===== src/rtl/btn_debounce.sv =====
// Push-button conditioner: per channel a multi-flop synchroniser, a
// counter-based debounce FSM, a registered debounced level and one-cycle
// rise/fall pulses. Defining LONG_PRESS_EN adds a per-channel hold counter
// that emits a one-cycle btn_long pulse after LONG_CNT held cycles.
module btn_debounce #(
    parameter int unsigned N_BTN        = 2,
    parameter int unsigned SYNC_STAGES  = 2,
    parameter int unsigned DEBOUNCE_CNT = 1_000_000,
    parameter int unsigned LONG_CNT     = 50_000_000
) (
    input  logic             clk,
    input  logic             rst_n,
    input  logic [N_BTN-1:0] btn_raw,
    output logic [N_BTN-1:0] btn_level,
    output logic [N_BTN-1:0] btn_rise,
    output logic [N_BTN-1:0] btn_fall,
    output logic [N_BTN-1:0] btn_long
);

    typedef enum logic [1:0] {
        StReleased,
        StPressPend,
        StPressed,
        StReleasePend
    } state_e;

    localparam int unsigned CntW = $clog2(DEBOUNCE_CNT + 1);
    // cnt holds the number of agreeing samples already seen; the sample that
    // arrives while cnt == DEBOUNCE_CNT-1 completes the stable window.
    localparam logic [CntW-1:0] CntLast = CntW'(DEBOUNCE_CNT - 1);
    localparam logic [CntW-1:0] CntOne  = CntW'(1);

    logic [N_BTN-1:0][SYNC_STAGES-1:0] sync_q, sync_d;
    logic [N_BTN-1:0]                  s;
    state_e                            state_q [N_BTN];
    state_e                            state_d [N_BTN];
    logic [CntW-1:0]                   cnt_q   [N_BTN];
    logic [CntW-1:0]                   cnt_d   [N_BTN];
    logic [N_BTN-1:0]                  level_q, level_d;
    logic [N_BTN-1:0]                  rise_q, rise_d;
    logic [N_BTN-1:0]                  fall_q, fall_d;

    // Synchroniser shift: raw pin enters bit 0, synced value leaves the top bit.
    always_comb begin
        for (int i = 0; i < int'(N_BTN); i++) begin
            sync_d[i] = {sync_q[i][SYNC_STAGES-2:0], btn_raw[i]};
            s[i]      = sync_q[i][SYNC_STAGES-1];
        end
    end

    // Debounce FSM next-state, counter and pulse decode per channel.
    always_comb begin
        for (int i = 0; i < int'(N_BTN); i++) begin
            state_d[i] = state_q[i];
            cnt_d[i]   = cnt_q[i];
            rise_d[i]  = 1'b0;
            fall_d[i]  = 1'b0;
            unique case (state_q[i])
                StReleased: begin
                    if (s[i]) begin
                        // A one-sample window accepts the press immediately.
                        if (DEBOUNCE_CNT == 1) begin
                            state_d[i] = StPressed;
                            cnt_d[i]   = '0;
                            rise_d[i]  = 1'b1;
                        end else begin
                            state_d[i] = StPressPend;
                            cnt_d[i]   = CntOne;
                        end
                    end
                end
                StPressPend: begin
                    if (!s[i]) begin
                        state_d[i] = StReleased;
                        cnt_d[i]   = '0;
                    end else if (cnt_q[i] == CntLast) begin
                        state_d[i] = StPressed;
                        cnt_d[i]   = '0;
                        rise_d[i]  = 1'b1;
                    end else begin
                        cnt_d[i] = cnt_q[i] + CntOne;
                    end
                end
                StPressed: begin
                    if (!s[i]) begin
                        if (DEBOUNCE_CNT == 1) begin
                            state_d[i] = StReleased;
                            cnt_d[i]   = '0;
                            fall_d[i]  = 1'b1;
                        end else begin
                            state_d[i] = StReleasePend;
                            cnt_d[i]   = CntOne;
                        end
                    end
                end
                StReleasePend: begin
                    if (s[i]) begin
                        state_d[i] = StPressed;
                        cnt_d[i]   = '0;
                    end else if (cnt_q[i] == CntLast) begin
                        state_d[i] = StReleased;
                        cnt_d[i]   = '0;
                        fall_d[i]  = 1'b1;
                    end else begin
                        cnt_d[i] = cnt_q[i] + CntOne;
                    end
                end
                default: begin
                    state_d[i] = StReleased;
                    cnt_d[i]   = '0;
                end
            endcase
            // Level follows the next state so it moves on the same edge as its pulse.
            level_d[i] = (state_d[i] == StPressed) || (state_d[i] == StReleasePend);
        end
    end

    // Synchroniser, FSM and output registers with synchronous active-low reset.
    always_ff @(posedge clk) begin
        if (!rst_n) begin
            sync_q  <= '0;
            level_q <= '0;
            rise_q  <= '0;
            fall_q  <= '0;
            for (int i = 0; i < int'(N_BTN); i++) begin
                state_q[i] <= StReleased;
                cnt_q[i]   <= '0;
            end
        end else begin
            sync_q  <= sync_d;
            level_q <= level_d;
            rise_q  <= rise_d;
            fall_q  <= fall_d;
            for (int i = 0; i < int'(N_BTN); i++) begin
                state_q[i] <= state_d[i];
                cnt_q[i]   <= cnt_d[i];
            end
        end
    end

    assign btn_level = level_q;
    assign btn_rise  = rise_q;
    assign btn_fall  = fall_q;

`ifdef LONG_PRESS_EN
    localparam int unsigned HoldW = $clog2(LONG_CNT + 1);
    localparam logic [HoldW-1:0] HoldMax  = HoldW'(LONG_CNT);
    localparam logic [HoldW-1:0] HoldLast = HoldW'(LONG_CNT - 1);

    logic [HoldW-1:0] hold_q [N_BTN];
    logic [HoldW-1:0] hold_d [N_BTN];
    logic [N_BTN-1:0] long_q, long_d;

    // Hold counter: cleared on accept/release, saturating count while pressed.
    always_comb begin
        for (int i = 0; i < int'(N_BTN); i++) begin
            hold_d[i] = hold_q[i];
            long_d[i] = 1'b0;
            if (rise_d[i] || fall_d[i]) begin
                // A release on the reaching edge wins: no long pulse for it.
                hold_d[i] = '0;
            end else if (level_q[i] && (hold_q[i] != HoldMax)) begin
                hold_d[i] = hold_q[i] + HoldW'(1);
                long_d[i] = (hold_q[i] == HoldLast);
            end
        end
    end

    // Hold counter and long-press pulse registers.
    always_ff @(posedge clk) begin
        if (!rst_n) begin
            long_q <= '0;
            for (int i = 0; i < int'(N_BTN); i++) begin
                hold_q[i] <= '0;
            end
        end else begin
            long_q <= long_d;
            for (int i = 0; i < int'(N_BTN); i++) begin
                hold_q[i] <= hold_d[i];
            end
        end
    end

    assign btn_long = long_q;
`else
    logic unused_long_cnt;
    assign unused_long_cnt = ^LONG_CNT;
    assign btn_long        = '0;
`endif

endmodule


===== config.mk =====
export PLATFORM = sky130hd
export DESIGN_NAME = btn_debounce
export DESIGN_NICKNAME = d
export VERILOG_FILES = /design/src/rtl/btn_debounce.sv
export SDC_FILE = /design/constraint.sdc
export NUM_CORES = 1
export LEC_CHECK = 0
export BUFFER_PORTS_ARGS = -buffer_cell sky130_fd_sc_hd__buf_2
export CORE_MARGIN = 2
export CORE_UTILIZATION = 61
export DETAILED_ROUTE_END_ITERATION = 6
export PLACE_DENSITY_LB_ADDON = 0.12
export SLEW_MARGIN = 25
export SYNTH_ARGS = -nofsm -noshare
export SYNTH_HDL_FRONTEND = slang
export SYNTH_SLANG_ARGS = --single-unit

===== constraint.sdc =====
create_clock -name clk -period 2.8 [get_ports clk]
set_clock_uncertainty 0.1 [all_clocks]
set_input_delay 0.14 -clock clk [delete_from_list [all_inputs] [get_ports clk]]
set_output_delay 0.14 -clock clk [all_outputs]
set_load 0.01 [all_outputs]

# [Yosys cells after proc, flatten, opt, wreduce, memory -nomap -nowiden]
# Memory sizes are Yosys's and may differ from the RTL's.
# Index checks and enable logic that the tools add are counted.
[totals] register_bits=10 ram_bits=44 in_bits=4 output_inout_bits=8 wordCells=72 n_memories=2
[op_classes] n_addsub=2 n_eq_ne=12 n_mux=34 bitwise=7 n_reduce_logical=8
[memory_table] name="cnt_q" words=2 width=20 read_ports=2 rd_clocked_by_memory_dff=0 wr=2 line_no="37" text="logic [CntW-1:0] cnt_q [N_BTN];"
[memory_table] name="state_q" words=2 width=2 read_ports=2 rd_clocked_by_memory_dff=0 wr=2 line_no="35" text="state_e state_q [N_BTN];"
[op_table] cell="$mux W20" n=12
[op_table] cell="$pmux W20 S4" n=2
[op_table] cell="$add A20 B1 Y20 const B" n=2
[op_table] cell="$eq A20 B20 Y1 const B" n=2
[op_table] cell="$mux W2" n=14
[op_table] cell="$eq A2 B2 Y1 const B" n=8
[op_table] cell="$pmux W2 S4" n=2
[op_table] cell="$reduce_and A3 Y1" n=2
[op_table] cell="$reduce_or A3 Y1" n=2
[op_table] cell="$eq A2 B1 Y1 const B" n=2
[op_table] cell="$logic_not A2 Y1" n=2
[op_table] cell="$mux W1" n=4
[op_table] cell="$or A1 B1 Y1" n=4
[op_table] cell="$not A1 Y1" n=3
[op_table] cell="$logic_or A1 B1 Y1" n=2

# [Longest topological paths before layout]
# Gate-level depths: netlist of the first run.
# An unclocked memory read counts as a cell.
[logic_depth] ltp_word=7 depth_mapped=8 ltp_nobuf=7

# [Worst setup path before layout of the first run]
# Ideal clock, no wire load.
[synth_timing] path_kind="register -> register" startpoint="memory cnt_q[0][27] (netlist bit)" endpoint="register level_q[1] (netlist: btn_level[1])" setup_time_ns=0.122 arrival_ns=2.072 t_required_ns=2.578 setup_slack_ns=0.506 path_stages_with_launch=7 period_less_slack_ns=2.294 path_cell_list="dfxtp_1 > clkbuf_1 > or4b_1 > or4_4 > or2_4 > a21bo_1 > a221o_1"
[synth_rtl] item="start: declaration" line_no="37"
[synth_rtl] item="end signal: assignment" line_no="131" text="level_q <= level_d;"
[synth_rtl] item="end: declaration" line_no="39" text="logic [N_BTN-1:0] level_q, level_d;"

==> run_results.csv, run 1 <==
group,metric,value,unit
floorplanning,die_y,72.4,um
yosys,yosysWarnings,0,
timing,fmax,405,MHz
global_route,track_usage,24.4,%
yosys,ys.flop_type,"dfxtp_1",
yosys,yosys-top-cells-count,"54 x dfxtp_1, 34 x nand2_1, 33 x nor2_1",
detailed_routing,drt_first_pass_iters,5,
global_route,grtUsageMet1,33.6,%
global_route,antenna_found_initial,0,
place,routabilityCongestion,0.881,
timing,fin_crit_sh,88.2,%
floorplanning,initial_core_util,64.3,%
timing,finalHoldViolCount,0,
critical_path,worstSetupPathType,"reg -> reg",
yosys,synth_area_leaders,"dfxtp_1 38%, nand3_1 4.9%, nand2_1 4.5%, ha_1 4.4%, nor2_1 4.3%",
detailed_routing,vias,2597,
final_layout,multi_input_area,0.00168,mm2
yosys,syn_area,0.00286,mm2
global_route,grt_first_pass_wirelength,10300,um
critical_path,crit_arrival,2550,ps
global_route,grt-busiest-layer,"met2",
clock_tree,post_cts_buffers,0,
place,dp.cells,400,
final_layout,final_net_count,371,
timing,tightest_slew,639,ps
detailed_routing,drc,0,
clock_tree,cts_tree,"built",
critical_path,cp-end-kind,"register",
yosys,async_flop_share,0,%
critical_path,path_cells,"or4_1, or4_4, o21ba_2, o21ai_0, nor2_1",
detailed_routing,wl_per_cell,14.8,um
place,hpwl,4150,um
yosys,synthCells,349,
place,dp_slack,360,ps
final_layout,fillers,367,
final_layout,final_core_util,68.9,%
worst_hold_path,holdPathStages,3,
yosys,synth_edf_count,0,
final_layout,insertedDiodeCount,0,
place,port_buffers,9,
timing,rsz0062_at_grt,"false",
detailed_routing,via_per_inst,6.33,
critical_path,cp-start-kind,"register",
critical_path,r2r_cells,5,
power,leakagePower,0.00100,uW
run,cap_viol_max_count,0,
timing,setup_viol_count_final,0,
detailed_routing,drtIter0Drc,181,
floorplanning,row_count,24,
detailed_routing,wirelength,6070,um
floorplanning,die_w,72.4,um
critical_path,rr_startpoint,"cnt_q[0][31]",
final_layout,ff_latch_area,0.00108,mm2
yosys,ys_seq_area_share,37.8,%
worst_hold_path,worstHoldStart,"rst_n",
global_route,grtUsageMet2,39.6,%
final_layout,drive_gt1_share,8.66,%
final_layout,area_growth,7.18,%
critical_path,cp_max_fo,16,
timing,fin_crit,2470,ps
clock_tree,ctsHtreeMaxLevel,2,
power,power.density,580,mW/mm2
clock_tree,cts_buffer_depth,2,
global_route,first_global_vias,2301,
final_layout,final_cells,410,
clock_tree,cts.sinks,54,
global_route,grt_overflow,0,
yosys,synth.most_common_cell,"dfxtp_1",
detailed_routing,ant_nets,0,
global_route,grt_max_degree,22,
clock_tree,numCtsBuffers,5,
clock_tree,clkSlewWorstSetupHoldPaths,90,ps
critical_path,max_stage_delay,540,ps
global_route,met3_usage,4.31,%
timing,slew_headroom,57.4,%
critical_path,setup.worst_path.start,"cnt_q[0][31]",
timing,maxSlewViolCount,0,
power,vdd_drop_max,0.315,mV
critical_path,crit_slowest_cell,"or4_1",
yosys,synth_top_area_share,37.8,%
timing,tns,0,ps
yosys,syn_avg_cell_area,8.19,um2
floorplanning,core,0.00444,mm2
clock_tree,clkLatencyLatePin,300,ps
floorplanning,die_area,0.00525,mm2
critical_path,cp_data_required_time,2880,ps
clock_tree,root_buffer,"clkbuf_8",
yosys,yosysUniqueCellTypes,49,
timing,fin_ws,330,ps
run_status,status,"completed",
yosys,ys_ff_latch,54,
yosys,synth_top_area_cell,"dfxtp_1",
worst_hold_path,holdCritPathClass,"in -> reg",
floorplanning,pin_count,12,
worst max-delay path: cells and delay by family (launching register included):
| family | cells | cell delay [ps] |
|---|---|---|
| AO/OA/AOI/OAI | 2 | 710 |
| flip-flops | 1 | 370 |
| AND/OR/NAND/NOR | 3 | 1180 |
cell type report:
class	instances	share of cell area, %
Sequential cell	54	35.3
Clock inverter	1	0.163
Tap cell	52	2.12
Timing Repair Buffer	17	4.00
Clock buffer	7	2.82
Multi-Input combinational cell	272	54.7
Inverter	7	0.858
sequential cells by signal (all words and copies together) (netlist names):
signal and flops:
btn_fall 2, btn_level 2, btn_rise 2, cnt_q 40
s 2, state_q 4, sync_d 2
cells by family (layout without fill, tap and decap cells):
group,Yosys count,in the layout,synth area share (%)
mux,1,1,0.350
flops,54,54,37.8
xor+xnor,19,19,5.82
buf+inv,24,32,3.63
simple gates,179,179,33.5
other cells,1,2,0.131
compound gates,61,61,14.3
fa+ha+maj,10,10,4.38
layout by cell type, fill, tap and decap left out, drive strengths merged, types with 3 or more instances in the layout:
| cell type | instances |
|---|---|
| inv | 7 |
| nand3 | 28 |
| and4 | 3 |
| and3 | 4 |
| a221oi | 4 |
| clkbuf | 7 |
| nor2b | 5 |
| a21oi | 14 |
| a31oi | 6 |
| a21o | 3 |
| or2 | 4 |
| nor2 | 33 |
| nor3 | 14 |
| xor2 | 7 |
| ha | 10 |
| nor4 | 5 |
| xnor2 | 12 |
| dfxtp | 54 |
| nor4b | 4 |
| and2 | 6 |
| nand2 | 34 |
| o21bai | 3 |
| nand4 | 16 |
| or4 | 10 |
| or3 | 4 |
| nand4b | 3 |
| o211ai | 5 |
| buf | 15 |
| o21ai | 13 |
per-layer routing:
| layer | part of all wire [%] | wire length (um) |
|---|---|---|
| met5 | 0 | 0 |
| met4 | 0.92 | 56 |
| met3 | 7.6 | 459 |
| met2 | 44 | 2670 |
| met1 | 47 | 2880 |
stage by stage:
stage                     cell area (um2)  total power (uW)  hold WS, ps
after floorplan                      2860              1220          167
after global placement               2950              1330          245
after detailed placement             2950              1340          252
after CTS                            3060              1780          153
after global routing                 3060              1880          186
final                                3060              1780          170
worst paths after layout:
kind	endpoint	slack, ps
worst max register to register	cnt_q[0][38]	330
worst min-delay path	cnt_q[0][20]	170
worst min register to register	s[0]	350
worst max-delay path	cnt_q[0][38]	330
timing repair:
| item | 4_1_cts | 5_1_grt |
|---|---|---|
| hold endpoints to repair | 2 | 0 |
| hold buffers | 2 | 0 |
| resized for setup | 0 | 0 |
report_power, final:
group          switching, uW  internal (uW)  leakage [uW]
clock network            238            200     0.0000482
registers               36.9            810      0.000437
logic                    322            170      0.000518
total                    597           1180       0.00100
Power figures use the tool's default switching activity.
==> run 2: changes to the inputs <==
- CORE_UTILIZATION: 61 -> 66
- clock period: 2.8 -> 3.1 ns (I/O delays scaled with it)
==> run 2 against run 1 <==
  * Critical path depth did not move
  * Maximum frequency is 3.6% lower
  * Via count fell by 2.3%
  * Clock power rose by 5.7%
  * Count of clock-buffer cells in the layout is 1 lower
  * Worst hold slack better by 13 ps
  * Setup slack improved by 210 ps
  * First-iteration DRC count is 5.5% lower
  * Core utilization is 5.8 points higher
  * Flip-flop and latch count is the same
  * Register-to-register slack better by 210 ps
  * Cell area decreased by 0.37%
==> run_results.csv, run 2 (synthesis results as in run 1) <==
group,metric,value,unit
clock_tree,cts.sinks,54,
timing,fin_crit,2560,ps
final_layout,largest_register_ffs,40,
critical_path,crit_family,"simple AND/OR/NAND/NOR gates",
floorplanning,core,0.00409,mm2
timing,fmax,390,MHz
final_layout,final_core_util,74.7,%
final_layout,largest-register,"cnt_q",
timing,fin_ws,539,ps
timing,tns,0,ps
clock_tree,cts_buffer_depth,2,
critical_path,crit_arrival,2630,ps
critical_path,path_buf_inv,0,
run,cap_viol_max_count,0,
power,vdd_drop_max,0.344,mV
timing,finalHoldViolCount,0,
detailed_routing,wirelength,6110,um
critical_path,cp_max_fo,17,
worst_hold_path,holdCritPathClass,"in -> reg",
timing,tightest_slew,897,ps
final_layout,top_regs,"cnt_q (40), state_q (4)",
place,dp_slack,571,ps
clock_tree,root_buffer,"clkbuf_8",
timing,hold_ws,183,ps
critical_path,max_stage_delay,690,ps
place,hpwl,4220,um
global_route,first_global_vias,2325,
timing,maxSlewViolCount,0,
floorplanning,row_count,23,
critical_path,cp-start-kind,"register",
detailed_routing,via_per_inst,6.25,
detailed_routing,drc,0,
global_route,grt_max_degree,22,
timing,fin_crit_sh,82.6,%
place,routabilityCongestion,0.866,
clock_tree,clkLatencyLatePin,310,ps
clock_tree,ctsHtreeMaxLevel,2,
timing,slew_headroom,39.4,%
floorplanning,die_area,0.00487,mm2
global_route,track_usage,26.1,%
critical_path,crit_slowest_cell,"or4_1",
final_layout,drive_gt1_share,8.15,%
final_layout,final_cell_mix,"54 x dfxtp_1, 34 x nand2_1, 33 x nor2_1",
detailed_routing,wl_per_cell,15.0,um
floorplanning,initial_core_util,69.9,%
clock_tree,cts_tree,"built",
final_layout,insertedDiodeCount,0,
floorplanning,die_w,69.8,um
global_route,grt_overflow,0,
global_route,grt_first_pass_wirelength,10500,um
detailed_routing,vias,2538,
global_route,antenna_found_initial,0,
detailed_routing,drt_first_pass_iters,5,
final_layout,final_net_count,369,
power,leakagePower,0.000991,uW
final_layout,final_common_cell,"dfxtp_1",
critical_path,worstSetupPathType,"reg -> reg",
floorplanning,die_y,69.8,um
critical_path,cp_data_required_time,3170,ps
detailed_routing,drtIter0Drc,171,
critical_path,path_cells,"nor4b_1, nand3_1, or4_1, o211ai_2, nor2_1",
clock_tree,ctsResizeCount,0,
clock_tree,clkSlewWorstSetupHoldPaths,90,ps
timing,setup_viol_count_final,0,
place,port_buffers,9,
final_layout,area_growth,6.79,%
critical_path,cp-end-kind,"register",
detailed_routing,ant_nets,0,
floorplanning,pin_count,12,
timing,rsz0062_at_grt,"false",
power,power.density,539,mW/mm2
clock_tree,numCtsBuffers,5,
run_status,status,"completed",
## run 2: cell count changes in the layout (fill, tap and decap cells not counted)
cell,previous run,this run
clkinvlp_4,0,1
bufinv_16,0,1
buf_4,5,4
clkbuf_8,6,5
buf_12,1,0
clkinv_2,1,0
## run 2: cell type report
| cell class | count | area, um2 |
|---|---|---|
| Sequential cell | 54 | 1080 |
| Timing Repair Buffer | 15 | 95.1 |
| Multi-Input combinational cell | 272 | 1680 |
| Tap cell | 50 | 62.6 |
| Clock buffer | 6 | 72.6 |
| Fill cell | 321 | 1030 |
| Clock inverter | 2 | 37.5 |
| Inverter | 7 | 26.3 |
## run 2: worst paths after layout
kind / startpoint / slack [ps] / endpoint / cells past startpoint
max: cnt_q[0][7] / 540 / cnt_q[0][2] / 5
min: rst_n / 180 / cnt_q[0][0] / 3
max reg2reg: cnt_q[0][7] / 540 / cnt_q[0][2] / 5
min reg2reg: sync_d[3] / 340 / s[1] / 1
## run 2: where the power goes
group	switching, uW	internal, uW
clock network	222	241
registers	33.3	731
logic	279	139
## run 2: stage by stage
stage | instance area, um2 | std cells | power (uW)
6_report | 3050 | 406 | 1650
5_1_grt | 3050 | 406 | 1750
4_1_cts | 3050 | 406 | 1660
2_1_floorplan | 2860 | 350 | 1100
3_3_place_gp | 2920 | 396 | 1170
3_5_place_dp | 2920 | 396 | 1190
## run 2: routing by layer
layer / track usage [%] / share of wire (%) / vias to the layer above
met1: 32.1 / 44 / 1178
met2: 45.2 / 51 / 59
met5: 0 / 0 / -
li1: - / - / 1288
met3: 4.07 / 3.5 / 13
met4: 10.5 / 1.9 / 0
## run 2: repair_timing
item | in CTS | in global routing
endpoints found under the setup margin | 0 | 0
hold buffers | 2 | 0
setup buffers | 0 | 0
hold endpoints to repair | 2 | 0
## run 2: tightest hold or removal path: stages
cell and delay [ps]:
buf_2 220, o21ai_0 120, a21oi_1 50
